## src/rtl/mem_stage_lsu.sv

```systemverilog
// -----------------------------------------------------------------------------
// mem_stage_lsu
//
// Memory stage of the pipeline. Takes the execute-stage result, performs the
// data-memory access over a req/ack bus when the instruction is a load or
// store, and presents the write-back payload to WB.
//
// Ports:
//   clk, rst                 clock and synchronous active-high reset
//   ex_*                     EX payload in (valid/ready handshake)
//   dmem_*                   data-memory bus (req held until ack)
//   mem_*                    WB payload out (valid/ready handshake)
//   mem_excp_ale             address-misaligned flag, qualified by mem_valid
//
// Non-memory ops and misaligned accesses complete in one cycle without
// touching the bus; aligned loads/stores go IDLE -> BUS -> HOLD -> IDLE.
// -----------------------------------------------------------------------------
module mem_stage_lsu #(
  parameter int DATA_WIDTH     = 32,
  parameter int REG_ADDR_WIDTH = 5,
  parameter int LSU_OP_WIDTH   = 4
) (
  input  logic                      clk,
  input  logic                      rst,

  input  logic                      ex_valid,
  output logic                      ex_ready,
  input  logic [DATA_WIDTH-1:0]     ex_pc,
  input  logic [DATA_WIDTH-1:0]     ex_inst,
  input  logic [DATA_WIDTH-1:0]     ex_result,
  input  logic [LSU_OP_WIDTH-1:0]   ex_lsu_op,
  input  logic [DATA_WIDTH-1:0]     ex_lsu_data,
  input  logic                      ex_rw_en,
  input  logic [REG_ADDR_WIDTH-1:0] ex_rw_addr,

  output logic                      dmem_req,
  output logic                      dmem_we,
  output logic [DATA_WIDTH-1:0]     dmem_addr,
  output logic [3:0]                dmem_wstrb,
  output logic [DATA_WIDTH-1:0]     dmem_wdata,
  input  logic                      dmem_ack,
  input  logic [DATA_WIDTH-1:0]     dmem_rdata,

  output logic                      mem_valid,
  input  logic                      mem_ready,
  output logic [DATA_WIDTH-1:0]     mem_pc,
  output logic [DATA_WIDTH-1:0]     mem_inst,
  output logic                      mem_rw_en,
  output logic [REG_ADDR_WIDTH-1:0] mem_rw_addr,
  output logic [DATA_WIDTH-1:0]     mem_rw_data,
  output logic                      mem_excp_ale
);

  localparam logic [LSU_OP_WIDTH-1:0] OP_LB  = LSU_OP_WIDTH'(1);
  localparam logic [LSU_OP_WIDTH-1:0] OP_LH  = LSU_OP_WIDTH'(2);
  localparam logic [LSU_OP_WIDTH-1:0] OP_LW  = LSU_OP_WIDTH'(3);
  localparam logic [LSU_OP_WIDTH-1:0] OP_LBU = LSU_OP_WIDTH'(4);
  localparam logic [LSU_OP_WIDTH-1:0] OP_LHU = LSU_OP_WIDTH'(5);
  localparam logic [LSU_OP_WIDTH-1:0] OP_SB  = LSU_OP_WIDTH'(6);
  localparam logic [LSU_OP_WIDTH-1:0] OP_SH  = LSU_OP_WIDTH'(7);
  localparam logic [LSU_OP_WIDTH-1:0] OP_SW  = LSU_OP_WIDTH'(8);

  typedef enum logic [1:0] {
    S_IDLE = 2'd0,
    S_BUS  = 2'd1,
    S_HOLD = 2'd2
  } state_t;

  state_t                      state_q, state_d;
  logic                        dmem_req_q, dmem_req_d;
  logic                        dmem_we_q, dmem_we_d;
  logic [DATA_WIDTH-1:0]       dmem_addr_q, dmem_addr_d;
  logic [3:0]                  dmem_wstrb_q, dmem_wstrb_d;
  logic [DATA_WIDTH-1:0]       dmem_wdata_q, dmem_wdata_d;
  logic                        mem_valid_q, mem_valid_d;
  logic [DATA_WIDTH-1:0]       mem_pc_q, mem_pc_d;
  logic [DATA_WIDTH-1:0]       mem_inst_q, mem_inst_d;
  logic                        mem_rw_en_q, mem_rw_en_d;
  logic [REG_ADDR_WIDTH-1:0]   mem_rw_addr_q, mem_rw_addr_d;
  logic [DATA_WIDTH-1:0]       mem_rw_data_q, mem_rw_data_d;
  logic                        mem_ale_q, mem_ale_d;
  logic [LSU_OP_WIDTH-1:0]     op_q, op_d;
  logic [1:0]                  addr_lo_q, addr_lo_d;

  logic                        ex_accept;
  logic                        ex_is_load, ex_is_store, ex_misalign;
  logic [7:0]                  load_byte;
  logic [15:0]                 load_half;
  logic [DATA_WIDTH-1:0]       load_data;

  assign ex_ready  = (state_q == S_IDLE) && (!mem_valid_q || mem_ready);
  assign ex_accept = ex_valid && ex_ready;

  // Decode the incoming op; opcodes outside 1..8 behave as NONE.
  always_comb begin
    ex_is_load  = 1'b0;
    ex_is_store = 1'b0;
    ex_misalign = 1'b0;
    case (ex_lsu_op)
      OP_LB, OP_LBU: ex_is_load = 1'b1;
      OP_LH, OP_LHU: begin
        ex_is_load  = 1'b1;
        ex_misalign = ex_result[0];
      end
      OP_LW: begin
        ex_is_load  = 1'b1;
        ex_misalign = |ex_result[1:0];
      end
      OP_SB: ex_is_store = 1'b1;
      OP_SH: begin
        ex_is_store = 1'b1;
        ex_misalign = ex_result[0];
      end
      OP_SW: begin
        ex_is_store = 1'b1;
        ex_misalign = |ex_result[1:0];
      end
      default: ;
    endcase
  end

  // Pick the addressed lane out of the returned word and extend it according
  // to the op latched at accept time.
  always_comb begin
    case (addr_lo_q)
      2'd0:    load_byte = dmem_rdata[7:0];
      2'd1:    load_byte = dmem_rdata[15:8];
      2'd2:    load_byte = dmem_rdata[23:16];
      default: load_byte = dmem_rdata[31:24];
    endcase
    load_half = addr_lo_q[1] ? dmem_rdata[31:16] : dmem_rdata[15:0];
    case (op_q)
      OP_LB:   load_data = {{(DATA_WIDTH-8){load_byte[7]}}, load_byte};
      OP_LBU:  load_data = {{(DATA_WIDTH-8){1'b0}}, load_byte};
      OP_LH:   load_data = {{(DATA_WIDTH-16){load_half[15]}}, load_half};
      OP_LHU:  load_data = {{(DATA_WIDTH-16){1'b0}}, load_half};
      default: load_data = dmem_rdata;
    endcase
  end

  // Next-state and next-output logic for the IDLE/BUS/HOLD sequencer.
  always_comb begin
    state_d       = state_q;
    dmem_req_d    = dmem_req_q;
    dmem_we_d     = dmem_we_q;
    dmem_addr_d   = dmem_addr_q;
    dmem_wstrb_d  = dmem_wstrb_q;
    dmem_wdata_d  = dmem_wdata_q;
    mem_valid_d   = mem_valid_q;
    mem_pc_d      = mem_pc_q;
    mem_inst_d    = mem_inst_q;
    mem_rw_en_d   = mem_rw_en_q;
    mem_rw_addr_d = mem_rw_addr_q;
    mem_rw_data_d = mem_rw_data_q;
    mem_ale_d     = mem_ale_q;
    op_d          = op_q;
    addr_lo_d     = addr_lo_q;

    case (state_q)
      S_IDLE: begin
        if (mem_valid_q && mem_ready) begin
          mem_valid_d = 1'b0;
        end
        if (ex_accept) begin
          mem_pc_d      = ex_pc;
          mem_inst_d    = ex_inst;
          mem_rw_addr_d = ex_rw_addr;
          mem_rw_data_d = ex_result;
          op_d          = ex_lsu_op;
          addr_lo_d     = ex_result[1:0];
          mem_ale_d     = 1'b0;
          if (!(ex_is_load || ex_is_store)) begin
            mem_valid_d = 1'b1;
            mem_rw_en_d = ex_rw_en;
          end else if (ex_misalign) begin
            // Fault without going to the bus; WB sees the flag and no write.
            mem_valid_d = 1'b1;
            mem_rw_en_d = 1'b0;
            mem_ale_d   = 1'b1;
          end else begin
            state_d      = S_BUS;
            mem_valid_d  = 1'b0;
            mem_rw_en_d  = ex_rw_en;
            dmem_req_d   = 1'b1;
            dmem_we_d    = ex_is_store;
            dmem_addr_d  = {ex_result[DATA_WIDTH-1:2], 2'b00};
            dmem_wstrb_d = 4'b0000;
            dmem_wdata_d = '0;
            if (ex_lsu_op == OP_SB) begin
              dmem_wstrb_d = 4'b0001 << ex_result[1:0];
              dmem_wdata_d = {4{ex_lsu_data[7:0]}};
            end else if (ex_lsu_op == OP_SH) begin
              dmem_wstrb_d = ex_result[1] ? 4'b1100 : 4'b0011;
              dmem_wdata_d = {2{ex_lsu_data[15:0]}};
            end else if (ex_lsu_op == OP_SW) begin
              dmem_wstrb_d = 4'b1111;
              dmem_wdata_d = ex_lsu_data;
            end
          end
        end
      end
      S_BUS: begin
        if (dmem_ack) begin
          dmem_req_d   = 1'b0;
          dmem_we_d    = 1'b0;
          dmem_wstrb_d = 4'b0000;
          mem_valid_d  = 1'b1;
          if (!dmem_we_q) begin
            mem_rw_data_d = load_data;
          end
          state_d = S_HOLD;
        end
      end
      S_HOLD: begin
        if (mem_ready) begin
          mem_valid_d = 1'b0;
          state_d     = S_IDLE;
        end
      end
      default: state_d = S_IDLE;
    endcase
  end

  always_ff @(posedge clk) begin
    if (rst) begin
      state_q       <= S_IDLE;
      dmem_req_q    <= 1'b0;
      dmem_we_q     <= 1'b0;
      dmem_addr_q   <= '0;
      dmem_wstrb_q  <= 4'b0000;
      dmem_wdata_q  <= '0;
      mem_valid_q   <= 1'b0;
      mem_pc_q      <= '0;
      mem_inst_q    <= '0;
      mem_rw_en_q   <= 1'b0;
      mem_rw_addr_q <= '0;
      mem_rw_data_q <= '0;
      mem_ale_q     <= 1'b0;
      op_q          <= '0;
      addr_lo_q     <= 2'b00;
    end else begin
      state_q       <= state_d;
      dmem_req_q    <= dmem_req_d;
      dmem_we_q     <= dmem_we_d;
      dmem_addr_q   <= dmem_addr_d;
      dmem_wstrb_q  <= dmem_wstrb_d;
      dmem_wdata_q  <= dmem_wdata_d;
      mem_valid_q   <= mem_valid_d;
      mem_pc_q      <= mem_pc_d;
      mem_inst_q    <= mem_inst_d;
      mem_rw_en_q   <= mem_rw_en_d;
      mem_rw_addr_q <= mem_rw_addr_d;
      mem_rw_data_q <= mem_rw_data_d;
      mem_ale_q     <= mem_ale_d;
      op_q          <= op_d;
      addr_lo_q     <= addr_lo_d;
    end
  end

  assign dmem_req     = dmem_req_q;
  assign dmem_we      = dmem_we_q;
  assign dmem_addr    = dmem_addr_q;
  assign dmem_wstrb   = dmem_wstrb_q;
  assign dmem_wdata   = dmem_wdata_q;
  assign mem_valid    = mem_valid_q;
  assign mem_pc       = mem_pc_q;
  assign mem_inst     = mem_inst_q;
  assign mem_rw_en    = mem_rw_en_q;
  assign mem_rw_addr  = mem_rw_addr_q;
  assign mem_rw_data  = mem_rw_data_q;
  assign mem_excp_ale = mem_ale_q && mem_valid_q;

endmodule

```

## config.mk

```make
export PLATFORM = sky130hd
export DESIGN_NAME = mem_stage_lsu
export DESIGN_NICKNAME = d
export VERILOG_FILES = /design/src/rtl/mem_stage_lsu.sv
export SDC_FILE = /design/constraint.sdc
export NUM_CORES = 1
export LEC_CHECK = 0
export CAP_MARGIN = 20
export CORE_MARGIN = 1.5
export CORE_UTILIZATION = 35
export DETAILED_ROUTE_END_ITERATION = 16
export GPL_TIMING_DRIVEN = 0
export HOLD_SLACK_MARGIN = 0.15
export PLACE_DENSITY = 0.66
export SYNTH_ARGS = -nofsm -noshare
export SYNTH_HDL_FRONTEND = slang
export SYNTH_SLANG_ARGS = --single-unit
```

## constraint.sdc

```tcl
create_clock -name clk -period 3.06 [get_ports clk]
set_input_delay 0.765 -clock clk [delete_from_list [all_inputs] [get_ports clk]]
set_output_delay 0.765 -clock clk [all_outputs]
set_load 0.02 [all_outputs]
```

==> results.md <==
### STA
* worst max-slew margin expressed relative to the limit: 0.436
* final critical-path required period: 2990 ps
* tightest hold margin: 453 ps
* setup violation total in the final timing report: 0
* Final Max Tran Viols: 0
* clock tree skew after final layout: 12.2 ps
* fin worst setup slack: 74.9 ps
* unrepaired setup endpoints after global routing: false
* count of final hold-check violations: 0
* final period utilization: 0.976
* highest achievable clock rate: 0.335 GHz
* Tightest Pin Transition: 837 ps

### Floorplanning
* I/O pin count: 350
* CORE AREA: 21800 µm²
* die width: 152 µm
* Row Count: 54
* Die Height: 152 µm
* Initial Utilization: 0.356
* Die Area: 23100 µm²

### Worst setup path
* origin of the critical flop-to-flop path: state_q[0]
* Crit path buffers/inverters: 2
* CP top delay family: buffers and inverters
* number of cells on the critical path: 4
* CP dominant cell by count: clkdlybuf4s50_1
* category of the worst setup path capture point: output pin
* cell with the largest stage delay on the worst path: clkdlybuf4s50_1
* flop2flop setup slack: 480 ps
* Max FO, Critical Path: 5
* startpoint class of the critical path: primary input
* path depth of the worst reg2reg path: 8
* maximum single-stage delay on the critical path: 660 ps
* endpoint arrival time on the critical path: 2220 ps
* endpoint of the worst-slack reg-to-reg timing path: mem_rw_data[4]
* sequence of cells on the critical path: clkdlybuf4s50_1 -> nand2b_1 -> and2_1 -> clkdlybuf4s50_1
* Req. time, crit path: 2290 ps
* CP startpoint: mem_ready
* critical path endpoint: ex_ready
* CP Class: primary input to output pin

### Synth
* post-synthesis instance total: 919
* adder-cell share of the synthesized area: 0.00644
* synthesized area: 7770 µm²
* post-synthesis simple-gate area fraction: 0.180
* sequential-to-total area share from yosys stat: 0.464
* main combinational cell family by area after synthesis: compound AO/OA/AOI/OAI gates
* count of unique library cells instantiated by Yosys: 58
* most frequently used flop master after synthesis: dfxtp_1
* average footprint of a synthesized cell: 8.45 µm²
* Async S/R FF share, synth: 0
* xor and xnor fraction of the mapped netlist area: 0.00113
* Compound-Gate Fraction of Synth Area: 0.217
* FF+latch count, synth: 180
* multiplexer area fraction after synthesis: 0.0749
* number of synthesized flops with an enable pin: 0
* number of warnings reported in the yosys synthesis log: 0

### Layout
* number of nets in the layout: 1463
* ratio of cells with drive above 1 in the final layout: 0.0632
* relative area change from synthesis to final layout: 56.6%
* Fillers: 2083
* commonest non-fill, non-tap cells in the layout: clkdlybuf4s50_1 (344), dfxtp_1 (180), nand2_1 (168), a21oi_1 (109), nor2_1 (72)
* most frequent standard cell in the layout excluding fill and tap cells: clkdlybuf4s50_1

### Global routing
* pin count of the biggest net entering global routing: 19
* number of global-route vias before repair: 7821
* number of antenna violations at the first check in global routing: 1
* wire length of the first global-routing pass: 45600 µm
* GRT overflow: 0
* combined global-route utilization of all metal layers: 0.249

### Power
* static power due to leakage: 4.41 nW
* maximum ir drop on the vdd rail: 0.326 mV
* Power per Cell Area: 567 nW/µm²

### Routing
* Final ANT Viol Nets: 0
* DRC: 0
* Wirelength per Cell: 18.5 µm
* iteration count of the initial detailed-routing pass: 4
* number of vias in the routed layout: 8030
* DRT Wirelength: 29200 µm
* vias per inst: 5.09
* starting DRC count in detailed routing: 612

### Placed design
* worst slack at placement: -451 ps
* GP Congestion: 0.893
* estimated wirelength of the detail-placed design: 22400 µm
* number of port buffers: 344

### Run status
* status: finished clean

### Clock network
* Clk pin slew, worst setup/hold paths: 60 ps
* CTS tree: yes
* clock network latency to the later pin of the worst-skew pair: 430 ps
* total clock buffers created by CTS: 17
* number of sinks on the clock net: 180
* H-tree levels: 4
* CTS Root Buffer Type: clkbuf_16
* worst-case clock buffer depth: 2

### Min path
* Hold/Removal Path Class: flip-flop to flip-flop

### Run
* Max Cap Violations: 0

[how the worst min path moves through the flow]
stage | from | end | depth (start not counted)
CTS | mem_pc[27] | mem_pc[27] | 2
global placement | mem_pc[21] | mem_pc[21] | 2
finish | mem_pc[27] | mem_pc[27] | 2
detailed placement | mem_pc[7] | mem_pc[7] | 2
floorplan | mem_ale_q | mem_ale_q | 2
global route | mem_pc[5] | mem_pc[5] | 2
[power by group]
part	total, W	internal, W	switching (W)
sequential	0.00270	0.00258	0.000124
combinational	0.00197	0.000893	0.00108
clock	0.00222	0.00116	0.00106
total	0.00690	0.00463	0.00226
[flip-flops by register name, summed over array words and instances (netlist names)]
signal       flops
mem_rw_data     32
dmem_addr       30
dmem_req         1
dmem_wstrb       4
mem_rw_en        1
dmem_we          1
mem_ale_q        1
dmem_wdata      32
addr_lo_q        2
state_q          2
mem_pc          32
mem_valid        1
mem_rw_addr      5
op_q             4
mem_inst        32
[worst reg2reg max path, cell delays in order, from the launching register on]
cell and delay (ps):
dfxtp_1 400, inv_1 90, ha_1 230, clkbuf_2 190, a21boi_0 190, a211oi_1 580, clkbuf_1 430, o21ai_0 230
o2bb2ai_1 180
[synthesized netlist by cell type, types with 5 or more instances]
| master | count | area [µm²] |
|---|---|---|
| buf_4 | 7 | 52.6 |
| inv_1 | 24 | 90.1 |
| nor3_1 | 31 | 155 |
| nand3_1 | 15 | 75.1 |
| buf_2 | 9 | 45.0 |
| o221a_2 | 5 | 56.3 |
| dfxtp_1 | 180 | 3600 |
| o2bb2ai_1 | 25 | 219 |
| nor2b_1 | 10 | 62.6 |
| nand3b_1 | 9 | 67.6 |
| nand2_1 | 168 | 631 |
| mux2_2 | 9 | 101 |
| a21oi_1 | 109 | 546 |
| a22o_1 | 5 | 43.8 |
| clkbuf_1 | 55 | 206 |
| a211oi_1 | 8 | 60.1 |
| a221oi_1 | 24 | 210 |
| mux4_2 | 8 | 180 |
| mux2i_1 | 30 | 300 |
| a31oi_1 | 8 | 50.1 |
| nor2_1 | 72 | 270 |
| o21ai_0 | 45 | 225 |
[kinds of logic (layout without fill, tap and decap cells)]
kind of cell	count (synthesis)	count (layout)
and+or+nand+nor	323	323
AOI/OAI and AO/OA	261	261
DFF	180	180
buffers and inverters	102	479
muxes	47	47
adders and majority gates	4	4
other	1	3
xor gates and xnor gates	1	1
[timing repair]
| item | 4_1_cts | 5_1_grt |
|---|---|---|
| resized for setup | 0 | 2 |
| hold buffers | 0 | 0 |
| setup endpoints to repair | 0 | 60 |
| setup buffers | 0 | 1 |
| hold endpoints to repair | 0 | 0 |
[layout make-up]
type                       count  area, µm²  area share
multi-input combinational    638       3730       0.307
sequential                   180       3600       0.296
timing repair buffer         345       3450       0.284
clock buffer                  17        425      0.0350
tap                          280        350      0.0288
buffer                        78        348      0.0286
clock inverter                15        166      0.0137
inverter                      24       90.1     0.00740
antenna                        1       2.50    0.000206
[metrics by stage]
step                      instances  cell area (µm²)  utilization  TNS (ps)  total power, W
after floorplan                 920             7770            -         0         0.00375
after global placement         1544            11600        0.530    -19070         0.00470
after detailed placement       1544            11600        0.530    -21770         0.00472
after CTS                      1576            12200        0.557         0         0.00695
after global routing           1578            12200        0.558         0         0.00722
final                          1578            12200        0.558         0         0.00690
[routing by layer]
layer	GRT usage	up-vias	part of all wire
li1	-	3954	-
met1	0.320	3717	0.43
met2	0.401	313	0.47
met3	0.0653	46	0.073
met4	0.0952	0	0.028
met5	0	-	0
No activity file was read; power rests on OpenSTA's default activity.
